File: src/rtl/alu_pkg.sv
// -----------------------------------------------------------------------------
// alu_pkg
// Shared definitions for the two-requester ALU arbiter:
//   - ALU operation codes (OP_*), used by the ALU datapath and by requesters
//   - FSM state encoding (ST_*) of the arbiter, also visible on its debug port
// -----------------------------------------------------------------------------
package alu_pkg;

    // ALU control codes; every code not listed yields a zero result.
    localparam logic [2:0] OP_ADD = 3'b000;
    localparam logic [2:0] OP_SUB = 3'b001;
    localparam logic [2:0] OP_AND = 3'b010;
    localparam logic [2:0] OP_OR  = 3'b011;
    localparam logic [2:0] OP_SLT = 3'b101;

    // Arbiter FSM encoding.
    localparam int         STATE_W = 2;
    localparam logic [1:0] ST_IDLE = 2'b00;
    localparam logic [1:0] ST_EXEC = 2'b01;
    localparam logic [1:0] ST_RESP = 2'b10;

endpackage

File: src/rtl/alu_arbiter_alu.sv
// -----------------------------------------------------------------------------
// alu_arbiter_alu
// Purely combinational ALU used as the arbiter's only datapath.
// Ports:
//   op_i      [2:0]        operation code (see alu_pkg OP_*)
//   a_i, b_i  [WIDTH-1:0]  operands
//   result_o  [WIDTH-1:0]  result; add/sub wrap modulo 2^WIDTH
//   zero_o                 high when result_o is all zeros
// -----------------------------------------------------------------------------
module alu_arbiter_alu
    import alu_pkg::*;
#(
    parameter int WIDTH = 32
) (
    input  logic [2:0]       op_i,
    input  logic [WIDTH-1:0] a_i,
    input  logic [WIDTH-1:0] b_i,
    output logic [WIDTH-1:0] result_o,
    output logic             zero_o
);

    always_comb begin
        result_o = '0;
        case (op_i)
            OP_ADD:  result_o = a_i + b_i;
            OP_SUB:  result_o = a_i - b_i;
            OP_AND:  result_o = a_i & b_i;
            OP_OR:   result_o = a_i | b_i;
            // Unsigned compare, result is 1 or 0 in the LSB.
            OP_SLT:  result_o = {{(WIDTH-1){1'b0}}, (a_i < b_i)};
            default: result_o = '0;
        endcase
    end

    assign zero_o = (result_o == '0);

endmodule

File: src/rtl/alu_arbiter.sv
// -----------------------------------------------------------------------------
// alu_arbiter
// Shares one ALU between two requesters with round-robin arbitration.
// One operation is in flight at a time: IDLE (accept) -> EXEC (compute and
// register result) -> RESP (hold result until the owner consumes it).
//
// Handshake semantics (both request and response sides): a transfer happens
// on a rising clk edge where valid and ready are both high. reqN_ready is a
// combinational grant in IDLE only; rspN_valid is high in RESP for the
// owner only, and the non-owner's rsp_ready is ignored.
//
// Ports:
//   clk, rst_n                    clock, asynchronous active-low reset
//   reqN_valid/reqN_ready         request handshake, N = 0,1
//   reqN_in1/reqN_in2 [WIDTH-1:0] operands, sampled only at the accept edge
//   reqN_op [2:0]                 ALU operation code
//   rspN_valid/rspN_ready         response handshake, N = 0,1
//   rsp_result [WIDTH-1:0]        shared result, qualified by rspN_valid
//   rsp_zero                      shared zero flag of rsp_result
//   busy                          high whenever the FSM is not IDLE
//   ops_done [15:0]               wrapping count of response handshakes
//   dbg_state_o [1:0]             current FSM state (alu_pkg ST_*)
// -----------------------------------------------------------------------------
module alu_arbiter
    import alu_pkg::*;
#(
    parameter int WIDTH = 32
) (
    input  logic               clk,
    input  logic               rst_n,
    input  logic               req0_valid,
    input  logic               req1_valid,
    output logic               req0_ready,
    output logic               req1_ready,
    input  logic [WIDTH-1:0]   req0_in1,
    input  logic [WIDTH-1:0]   req0_in2,
    input  logic [WIDTH-1:0]   req1_in1,
    input  logic [WIDTH-1:0]   req1_in2,
    input  logic [2:0]         req0_op,
    input  logic [2:0]         req1_op,
    output logic               rsp0_valid,
    output logic               rsp1_valid,
    input  logic               rsp0_ready,
    input  logic               rsp1_ready,
    output logic [WIDTH-1:0]   rsp_result,
    output logic               rsp_zero,
    output logic               busy,
    output logic [15:0]        ops_done,
    output logic [STATE_W-1:0] dbg_state_o
);

    logic [STATE_W-1:0] state_q, state_d;
    logic               owner_q, owner_d;   // requester id of the in-flight op
    logic               last_q, last_d;     // requester id granted most recently
    logic [2:0]         op_q, op_d;
    logic [WIDTH-1:0]   a_q, a_d;
    logic [WIDTH-1:0]   b_q, b_d;
    logic [WIDTH-1:0]   result_q, result_d;
    logic               zero_q, zero_d;
    logic [15:0]        ops_done_q, ops_done_d;

    logic               grant0, grant1;
    logic               owner_rsp_ready;
    logic [WIDTH-1:0]   alu_result;
    logic               alu_zero;

    alu_arbiter_alu #(
        .WIDTH (WIDTH)
    ) u_alu (
        .op_i     (op_q),
        .a_i      (a_q),
        .b_i      (b_q),
        .result_o (alu_result),
        .zero_o   (alu_zero)
    );

    // Round-robin: a lone requester always wins; on a tie the requester that
    // was not granted last wins (last_q == 1 means requester 1 went last).
    always_comb begin
        grant0 = 1'b0;
        grant1 = 1'b0;
        if (state_q == ST_IDLE) begin
            if (req0_valid && (!req1_valid || last_q)) begin
                grant0 = 1'b1;
            end else if (req1_valid) begin
                grant1 = 1'b1;
            end
        end
    end

    assign owner_rsp_ready = owner_q ? rsp1_ready : rsp0_ready;

    always_comb begin
        state_d    = state_q;
        owner_d    = owner_q;
        last_d     = last_q;
        op_d       = op_q;
        a_d        = a_q;
        b_d        = b_q;
        result_d   = result_q;
        zero_d     = zero_q;
        ops_done_d = ops_done_q;
        case (state_q)
            ST_IDLE: begin
                if (grant0 || grant1) begin
                    owner_d = grant1;
                    last_d  = grant1;
                    op_d    = grant1 ? req1_op  : req0_op;
                    a_d     = grant1 ? req1_in1 : req0_in1;
                    b_d     = grant1 ? req1_in2 : req0_in2;
                    state_d = ST_EXEC;
                end
            end
            ST_EXEC: begin
                result_d = alu_result;
                zero_d   = alu_zero;
                state_d  = ST_RESP;
            end
            ST_RESP: begin
                if (owner_rsp_ready) begin
                    ops_done_d = ops_done_q + 16'd1;
                    state_d    = ST_IDLE;
                end
            end
            default: state_d = ST_IDLE;
        endcase
    end

    always_ff @(posedge clk or negedge rst_n) begin
        if (!rst_n) begin
            state_q    <= ST_IDLE;
            owner_q    <= 1'b0;
            last_q     <= 1'b1;     // requester 0 wins the first tie
            op_q       <= 3'b000;
            a_q        <= '0;
            b_q        <= '0;
            result_q   <= '0;
            zero_q     <= 1'b0;
            ops_done_q <= 16'd0;
        end else begin
            state_q    <= state_d;
            owner_q    <= owner_d;
            last_q     <= last_d;
            op_q       <= op_d;
            a_q        <= a_d;
            b_q        <= b_d;
            result_q   <= result_d;
            zero_q     <= zero_d;
            ops_done_q <= ops_done_d;
        end
    end

    assign req0_ready  = grant0;
    assign req1_ready  = grant1;
    assign rsp0_valid  = (state_q == ST_RESP) && !owner_q;
    assign rsp1_valid  = (state_q == ST_RESP) &&  owner_q;
    assign rsp_result  = result_q;
    assign rsp_zero    = zero_q;
    assign busy        = (state_q != ST_IDLE);
    assign ops_done    = ops_done_q;
    assign dbg_state_o = state_q;

endmodule

File: config.mk
export PLATFORM = sky130hd
export DESIGN_NAME = alu_arbiter
export DESIGN_NICKNAME = d
export VERILOG_FILES = /design/src/rtl/alu_pkg.sv /design/src/rtl/alu_arbiter_alu.sv /design/src/rtl/alu_arbiter.sv
export SDC_FILE = /design/constraint.sdc
export NUM_CORES = 1
export LEC_CHECK = 0
export BUFFER_PORTS_ARGS = -buffer_cell sky130_fd_sc_hd__buf_4
export CORE_MARGIN = 2
export CORE_UTILIZATION = 40
export CTS_CLUSTER_SIZE = 12
export DETAILED_ROUTE_END_ITERATION = 7
export PLACE_DENSITY = 0.69
export REMOVE_ABC_BUFFERS = 1
export SYNTH_ARGS = -nofsm -noshare
export SYNTH_HDL_FRONTEND = slang
export SYNTH_SLANG_ARGS = --single-unit
File: constraint.sdc
create_clock -name clk -period 8.4 [get_ports clk]
set_input_delay 0.84 -clock clk [delete_from_list [all_inputs] [get_ports clk]]
set_output_delay 0.84 -clock clk [all_outputs]
set_load 0.01 [all_outputs]
==> metrics.yaml, run 1 <==
synth_flop_cell: "dfrtp_1"
drt_iter0_markers: 1062
die_h_um: 162
synth_enable_flop_cells: 0
p_int_mw: 2.82
required_ps: 8720
pwr_density_cell_nw_per_um2: 503
p_sw_share_pct: 54.3
cp_cell_sequence: "inv_1 -> ha_1 -> inv_1 -> a211oi_2 -> a21oi_1 -> o31ai_1 -> a22oi_1 -> xnor2_1 -> a21oi_1 -> or4b_1 -> nor3_1 -> nand4_1 -> o41ai_2"
seq_area_frac_synth_pct: 30.1
num_vias: 10103
tightest_slew_ps: 1080
p_switching_mw: 3.35
placement.cell_area_um2: 11700
grt_max_degree: 62
grt-ovfl-total: 0
start_util_pct: 40.9
grt_antenna_before_repair: 0
slowest_stage: "ha_1"
gp_congestion: 1.00
synth_mux_area_share_pct: 2.22
p_clk_share_pct: 12.7
hold_class: "in2async"
post_cts_buffers: 0
ys_ff_latch: 120
syn_area_per_cell_um2: 8.09
cts_made_buffers: 17
cp-end-kind: "flop"
vdd_drop_max_mv: 0.190
rsz0062_at_grt: "no"
first_pass_iters: 6
clockBufferDepth: 2
clkTransAtPathRegs_ps: 60
synth_compound_area_share_pct: 28.6
routed_wl_um: 34300
layout_commonest_cell: "buf_4"
postLayoutCoreUtil_pct: 50.4
grt_pass1_wl_um: 54500
maxSlewViolCount: 0
layout_setup_ws_ps: 4230
fin_worst_skew_ps: 8.21
slew-limit-headroom_pct: 27.6
comb_power_share_pct: 70.4
postCtsHoldBufs: 0
dieArea_um2: 26200
finalSetupTns_ps: 0
setup_viol: 0
n_fill_cell: 2424
cap_violations: 0
final_cells: 1722
clock-sinks: 120
wl_per_cell_um: 19.9
tritoncts: "built"
final_nets: 1627
power_mw: 6.18
drive_above_1_share_pct: 19.4
synthAdderAreaFrac_pct: 12.9
yosysTopAreaCell: "dfrtp_1"
finalInstanceArea_um2: 12300
synth_cell_types: 77
clockRootBuffer: "clkbuf_16"
p_leak_nw: 5.59
worstSetupStartpointType: "flop"
yosysTopAreaCellShare_pct: 29.8
synth_top_family_by_area: "compound AO/OA/AOI/OAI gates"
slowest_delay_ps: 620
async_reset_ff_share_pct: 100
dpl.hpwl_um: 26000
crit_fanout: 15
ant_nets: 0
yosys.area_share.simple_pct: 16.2
p_seq_share_pct: 16.9
max_freq_mhz: 240
status: "finished clean"
synth_area_leaders: "dfrtp_1 30%, ha_1 13%, o21ai_0 6.3%"
crit_arrival_ps: 4480
clk_latency_ps: 430
io_buffers: 195
hold_viol_final: 0
drc: 0
hold_slack_ps: 469
diodes: 0
pre_cts_ws_ps: 4340
synth_xor_area_share_pct: 3.24
period_share_pct: 49.6
syn_area_um2: 9990
via_per_inst: 5.87
htreeDepth: 4
critPathKind: "reg2reg"
cts_resized: 0
dp.cells: 1690
die_w_um: 162
period_needed_ps: 4170
synthCells: 1235
core-area_um2: 24400
grtUsageTotal_pct: 26.3
rows: 57
num_io_pins: 196
synth-warning-count: 0
grt_pass1_vias: 9788
areaGrowthSynthToFinish_pct: 23.0
final_cell_mix: "208 x buf_4, 126 x o21ai_0, 121 x nand2_1"
## state kept, by name, summed over array words and instances (netlist names)
register and count:
op_q 3, a_q 32, last_q 1, b_q 32
rsp_result 32, owner_q 1, rsp_zero 1, dbg_state_o 2
ops_done 16
## synth_stat cells (12+ instances only)
master      n
nand2_1   121
a211oi_1   21
a31oi_1    14
o31ai_1    13
mux2i_1    12
nor2_1     85
dfrtp_1   119
clkbuf_1   61
nand2b_1   12
xnor2_1    30
o211ai_1   22
nor3_1     19
nor4_1     16
ha_1      100
a21oi_1    95
nand4_1    14
a22oi_1    64
o21ai_0   126
inv_1      96
nand3_1    25
## path summary, 6_finish.rpt
kind	startpoint	endpoint	slack (ps)	depth (start not counted)
worst max-delay path	b_q[5]$_DFFE_PN0P_	rsp_zero$_DFFE_PN0N_	4230	13
worst min-delay path	rst_n	b_q[11]$_DFFE_PN0P_	470	1
worst max register to register	b_q[5]$_DFFE_PN0P_	rsp_zero$_DFFE_PN0N_	4230	13
worst min register to register	rsp_result[17]$_DFFE_PN0N_	rsp_result[17]$_DFFE_PN0N_	480	2
max in group asynchronous	rst_n	b_q[29]$_DFFE_PN0P_	6650	2
min in group clk	rsp_result[17]$_DFFE_PN0N_	rsp_result[17]$_DFFE_PN0N_	480	2
## layout make-up
class | count | area, µm² | share of cell area (%)
Clock buffer | 17 | 425 | 3.46
Clock inverter | 15 | 193 | 1.57
Inverter | 97 | 364 | 2.96
Multi-Input combinational cell | 941 | 6330 | 51.5
Sequential cell | 120 | 3010 | 24.5
Tap cell | 324 | 405 | 3.30
Timing Repair Buffer | 208 | 1560 | 12.7
## cells by family (layout without fill, tap and decap cells)
family | Yosys count | after routing
compound gates | 438 | 438
simple gates | 344 | 344
mux | 20 | 20
buf+inv | 174 | 337
flops | 120 | 120
xor+xnor | 37 | 37
fa+ha+maj | 102 | 102
## critical path, delay by kind of cell, from the launching register on
kind / cells / cell delay, ps
compound gates: 6 / 1680
xor+xnor: 1 / 140
fa+ha+maj: 1 / 620
buf+inv: 2 / 270
flops: 1 / 380
simple gates: 3 / 950
## per-layer routing
metal	track usage [%]	vias up	part of all wire (%)	wire length, µm
met4	6.96	0	1.9	664
met3	4.70	60	7.1	2450
met1	37.4	4835	46	15700
met5	0	-	0	0
li1	-	4772	-	-
met2	41.4	436	45	15500
## power by group through the flow
| stage | clock, mW | sequential (mW) | combinational (mW) |
|---|---|---|---|
| 6_report | 0.784 | 1.04 | 4.35 |
| 5_1_grt | 0.823 | 1.08 | 4.76 |
| 4_1_cts | 0.798 | 1.04 | 4.27 |
| 3_5_place_dp | 0 | 1.05 | 4.24 |
| 3_3_place_gp | 0 | 1.03 | 4.24 |
| 2_1_floorplan | 0 | 1.07 | 2.82 |
(Power assumes the default switching activity.)
==> inputs of run 2 (changes only) <==
--- a/config.mk
+++ b/config.mk
@@ -10,7 +10,7 @@
 export CORE_UTILIZATION = 40
 export CTS_CLUSTER_SIZE = 12
 export DETAILED_ROUTE_END_ITERATION = 7
-export PLACE_DENSITY = 0.69
+export PLACE_DENSITY = 0.71
 export REMOVE_ABC_BUFFERS = 1
 export SYNTH_ARGS = -nofsm -noshare
 export SYNTH_HDL_FRONTEND = slang
==> constraint.sdc (replaced) <==
create_clock -name clk -period 3.7 [get_ports clk]
set_input_delay 0.37 -clock clk [delete_from_list [all_inputs] [get_ports clk]]
set_output_delay 0.37 -clock clk [all_outputs]
set_load 0.01 [all_outputs]
==> run 2 against run 1 <==
The flow now finishes with violations (design-rule violations, negative setup slack). Largest power group unchanged. Largest cell class unchanged. Core utilization is 4.0 points higher. Count of clock-buffer cells in the layout stayed put. Flip-flop and latch count stayed put. Clock power is 140% higher. Sequential share of layout area is 1.8 points lower. Fmax is 11% higher. Setup slack worse by 4300 ps.
==> metrics.yaml, run 2 (synthesis gave the netlist of run 1 again) <==
violations: "design-rule violations, negative setup slack"
timing.rr.end: "rsp_zero$_DFFE_PN0N_"
required_ps: 4020
maxSlewViolCount: 0
grtUsageTotal_pct: 27.1
start_util_pct: 40.9
wl_per_cell_um: 19.5
diodes: 0
layout_setup_ws_ps: -59.4
drt_iter0_markers: 999
status: "finished with violations"
htreeDepth: 4
grt_max_degree: 86
routed_wl_um: 35600
gp_congestion: 0.993
clkTransAtPathRegs_ps: 70
power_mw: 15.7
die_w_um: 162
io_buffers: 195
p_leak_nw: 6.14
cap_violations: 0
clk_latency_ps: 440
fin_worst_skew_ps: 19.0
pre_cts_ws_ps: -109
r2r_slack_ps: -60
post_cts_buffers: 0
die_h_um: 162
via_per_inst: 5.75
clock-sinks: 120
drive_above_1_share_pct: 26.1
core-area_um2: 24400
rsz0062_at_grt: "yes"
drc: 1
setup_viol: 1
first_pass_iters: 8
cp-end-kind: "flop"
reg2regPathDepth: 13
final_nets: 1732
dieArea_um2: 26200
critPathLaunch: "b_q[0]$_DFFE_PN0P_"
p_switching_mw: 8.09
critPathKind: "reg2reg"
hold_viol_final: 0
grt_pass1_vias: 10244
grt-ovfl-total: 0
rows: 57
n_fill_cell: 2343
dpl.hpwl_um: 27400
num_vias: 10499
p_sw_share_pct: 51.4
areaGrowthSynthToFinish_pct: 32.9
layout_commonest_cell: "buf_4"
num_io_pins: 196
cts_made_buffers: 17
clockBufferDepth: 2
grt_pass1_wl_um: 56200
final_cell_mix: "311 x buf_4, 126 x o21ai_0, 121 x nand2_1"
tightest_slew_ps: 948
period_needed_ps: 3760
crit_arrival_ps: 4080
hold_class: "in2async"
worstSetupStartpointType: "flop"
clockRootBuffer: "clkbuf_16"
period_share_pct: 102
slew-limit-headroom_pct: 36.0
tritoncts: "built"
crit_fanout: 4
p_int_mw: 7.65
max_freq_mhz: 266
vdd_drop_max_mv: 0.454
r2r_start: "b_q[0]$_DFFE_PN0P_"
p_clk_share_pct: 11.9
p_seq_share_pct: 14.7
comb_power_share_pct: 73.4
ant_nets: 0
grt_antenna_before_repair: 0
pwr_density_cell_nw_per_um2: 1190
postCtsHoldBufs: 0
## run 2: final cells by class
class / count / area, µm² / area share, %
flip-flops and latches: 120 / 3010 / 22.6
inverters: 97 / 364 / 2.74
clock inverters: 15 / 218 / 1.64
multi-input cells: 941 / 6480 / 48.8
clock buffers: 17 / 425 / 3.21
repair buffers: 313 / 2370 / 17.9
well taps: 324 / 405 / 3.05
## run 2: critical path, cell delays in order, from the launching register on
cell	delay, ps
dfrtp_1	410
ha_2	200
fa_1	380
o21ba_1	210
or4_4	490
a21oi_4	160
nor3_1	90
o221a_2	320
a311oi_2	340
mux2i_1	320
o2111ai_2	180
nor4_2	180
nand4_1	150
o41ai_2	210
## run 2: routing by layer
metal  track usage, %  routed length, µm  up-vias
met5                0                  0        -
met4             7.04                553        0
met3             4.60               2540       43
met2             43.1              16200      438
met1             38.2              16300     5024
li1                 -                  -     4994
## run 2: power groups by stage
stage	sequential [mW]	clock (mW)	combinational, mW
3_3_place_gp	2.30	0	10.9
4_1_cts	2.32	1.89	11.2
2_1_floorplan	2.43	0	6.40
5_1_grt	2.39	1.95	12.5
3_5_place_dp	2.33	0	11.0
6_report	2.31	1.88	11.5
## run 2: stage by stage
step	util (%)	setup TNS (ps)	cell area [µm²]	instances	hold WS (ps)
CTS	54.1	-4.54	13200	1827	53.4
global placement	51.2	0	12500	1795	462
global route	54.4	-291	13300	1827	83.3
finish	54.4	-59.4	13300	1827	20.0
floorplan	-	-63900	9680	1158	74.4
detailed placement	51.2	-109	12500	1795	470
## run 2: worst max-delay path by stage
stage / endpoint / slack, ps / cells past startpoint
final: rsp_zero$_DFFE_PN0N_ / -60 / 13
after detailed placement: rsp_zero$_DFFE_PN0N_ / -110 / 14
after global placement: rsp_zero$_DFFE_PN0N_ / 8 / 15
after floorplan: a_q[0]$_DFFE_PN0P_ / -1000 / 6
after global routing: rsp_zero$_DFFE_PN0N_ / -230 / 14
after CTS: rsp_zero$_DFFE_PN0N_ / -5 / 13
## run 2: timing repair
| action | 4_1_cts | 5_1_grt |
|---|---|---|
| gates resized for setup | 10 | 14 |
| pin swaps | 4 | 2 |
| endpoints found under the setup margin | 1 | 4 |
==> inputs of run 3 (changes only) <==
--- a/config.mk
+++ b/config.mk
@@ -7,11 +7,12 @@
 export LEC_CHECK = 0
 export BUFFER_PORTS_ARGS = -buffer_cell sky130_fd_sc_hd__buf_4
 export CORE_MARGIN = 2
-export CORE_UTILIZATION = 40
+export CORE_UTILIZATION = 45
 export CTS_CLUSTER_SIZE = 12
 export DETAILED_ROUTE_END_ITERATION = 7
-export PLACE_DENSITY = 0.71
+export PLACE_DENSITY = 0.77
 export REMOVE_ABC_BUFFERS = 1
 export SYNTH_ARGS = -nofsm -noshare
 export SYNTH_HDL_FRONTEND = slang
+export SYNTH_HIERARCHICAL = 1
 export SYNTH_SLANG_ARGS = --single-unit
==> run 3 against run 2 <==
The flow finishes with violations (negative setup slack). Global-route usage up 3.0 points. Fmax shrank 9.4%. Wire length increased by 5.0%. Die area is 6.4% lower. Clock skew decreased by 9.8 ps. Core utilization rose by 13 points. Worst hold slack lost 6.9 ps. Sequential share of layout area is 3.0 points lower. Non-clock buffer count rose by 164. Critical endpoint unchanged. Largest cell class unchanged.
==> metrics.yaml, run 3 <==
status: "finished with violations"
violations: "negative setup slack"
synth_xor_area_share_pct: 3.33
drive_above_1_share_pct: 37.9
clk_latency_ps: 430
layout_commonest_cell: "buf_4"
yosysTopAreaCellShare_pct: 28.4
rows: 55
dpl.hpwl_um: 28300
placement.cell_area_um2: 14000
core-area_um2: 22800
multi_input_area_um2: 7190
cap_violations: 0
tightest_slew_ps: 803
ant_nets: 0
syn_area_um2: 10500
routed_wl_um: 37300
synth_area_leaders: "dfrtp_1 28%, ha_1 12%, a21oi_1 8.3%"
drt_iter0_markers: 971
grt_max_degree: 69
hold_class: "in2async"
synth.most_common_cell: "a21oi_1"
die_w_um: 157
yosys.area_share.simple_pct: 18.9
htreeDepth: 4
synth_top_family_by_area: "compound AO/OA/AOI/OAI gates"
period_share_pct: 112
grt_pass1_vias: 11069
ys_ff_latch: 120
slew-limit-headroom_pct: 46.5
synthCells: 1299
slowest_stage: "or4_4"
clock-sinks: 120
required_ps: 4060
synth_compound_area_share_pct: 24.4
gp_congestion: 0.938
worstSetupStartpointType: "flop"
drc: 0
yosysTopAreaCell: "dfrtp_1"
areaGrowthSynthToFinish_pct: 45.6
max_freq_mhz: 241
clockRootBuffer: "clkbuf_16"
crit_arrival_ps: 4510
maxSlewViolCount: 0
via_per_inst: 5.61
final_cells: 2042
period_needed_ps: 4150
grtUsageTotal_pct: 30.1
cp-end-kind: "flop"
cts_made_buffers: 17
crit_fanout: 4
synth-warning-count: 6
finalInstanceArea_um2: 15300
io_buffers: 195
synth.top_cells.by_count: "174 x a21oi_1, 133 x nand2_1, 127 x nor2_1, 119 x dfrtp_1, 101 x ha_1"
rsz0062_at_grt: "yes"
syn_area_per_cell_um2: 8.08
grt_pass1_wl_um: 58500
num_vias: 11447
fin_worst_skew_ps: 9.16
synth_cell_types: 99
worstPathBufferInverterCount: 1
first_pass_iters: 5
final_nets: 1959
setup_viol: 1
synthAdderAreaFrac_pct: 12.4
hold_viol_final: 0
slowest_delay_ps: 540
tritoncts: "built"
wl_per_cell_um: 18.3
grt-ovfl-total: 0
async_reset_ff_share_pct: 100
critPathMostFrequentCell: "or4_4"
seq_area_frac_synth_pct: 28.6
diodes: 0
path_delay_family: "simple AND/OR/NAND/NOR gates"
grt_antenna_before_repair: 0
dp.cells: 1998
synth_enable_flop_cells: 0
num_io_pins: 196
start_util_pct: 46.1
regArea_um2: 3010
clockBufferDepth: 2
die_h_um: 157
final_cell_mix: "470 x buf_4, 169 x a21oi_1, 133 x nand2_1"
layout_setup_ws_ps: -450
critPathKind: "reg2reg"
synth_mux_area_share_pct: 4.84
synth_flop_cell: "dfrtp_1"
dieArea_um2: 24600
clkTransAtPathRegs_ps: 60
n_fill_cell: 1877
cp_cell_sequence: "ha_2 -> inv_2 -> fa_2 -> nor2b_4 -> o31a_4 -> o21ai_4 -> a21o_1 -> a31o_1 -> or4_4 -> or4_4 -> nor4_4 -> nand4bb_1 -> or4_4 -> nor4b_4 -> mux2_4"
run 3: logic make-up (layout without fill, tap and decap cells):
kind of cell,after synthesis,after routing
fa+ha+maj,103,103
compound gates,397,397
simple gates,415,415
buf+inv,181,611
mux,44,44
flops,120,120
xor+xnor,39,39
run 3: worst paths after layout:
check                                        start                       to  slack [ps]  cells after the start
max in group asynchronous                    rst_n     rsp_zero$_DFFE_PN0N_        2880                      2
max reg2reg                     b_q[0]$_DFFE_PN0P_     rsp_zero$_DFFE_PN0N_        -450                     15
min in group clk                      req0_in1[17]      a_q[17]$_DFFE_PN0P_         160                      3
min                                          rst_n      b_q[12]$_DFFE_PN0P_          10                      1
max                             b_q[0]$_DFFE_PN0P_     rsp_zero$_DFFE_PN0N_        -450                     15
min reg2reg                ops_done[6]$_DFFE_PN0P_  ops_done[6]$_DFFE_PN0P_         490                      1
run 3: layout make-up:
class                      count  share of cell area, %
timing repair buffer         477                   23.8
sequential                   120                   19.7
clock buffer                  17                   2.78
clock inverter                15                   1.56
multi-input combinational    998                   47.1
inverter                     102                   2.51
tap                          313                   2.56
run 3: stage by stage:
step	hold slack [ps]	utilization, %	TNS [ps]	setup WS [ps]
after floorplan	74.4	-	-2310	-1560
after global routing	84.2	67.1	-606	-528
final	13.1	67.1	-450	-450
after detailed placement	485	61.5	-704	-565
after global placement	479	61.5	-658	-515
after CTS	48.6	65.3	-374	-374
run 3: layer usage:
layer | vias up | GRT usage, % | routed length (µm)
met1 | 5471 | 42.1 | 16800
met4 | 0 | 7.95 | 682
met2 | 510 | 48.5 | 17100
met3 | 52 | 4.62 | 2780
li1 | 5414 | - | -
met5 | - | 0 | 0
run 3: timing repair:
action	in CTS	in global routing
hold buffers	0	0
setup buffers	2	10
pin swaps	6	20
gates resized for setup	37	65
endpoints found under the setup margin	2	2
cloned	0	0
run 3: worst register-to-register path, delay by kind of cell (launching register included):
kind,cells,cell delay (ps)
buf+inv,1,40
fa+ha+maj,2,610
mux,1,180
simple gates,7,2190
compound gates,4,660
flops,1,410
Power of run 3 is left out: the tool's default activity adds up to more than one toggle a clock period on the data nets, which glitch-free logic cannot reach.
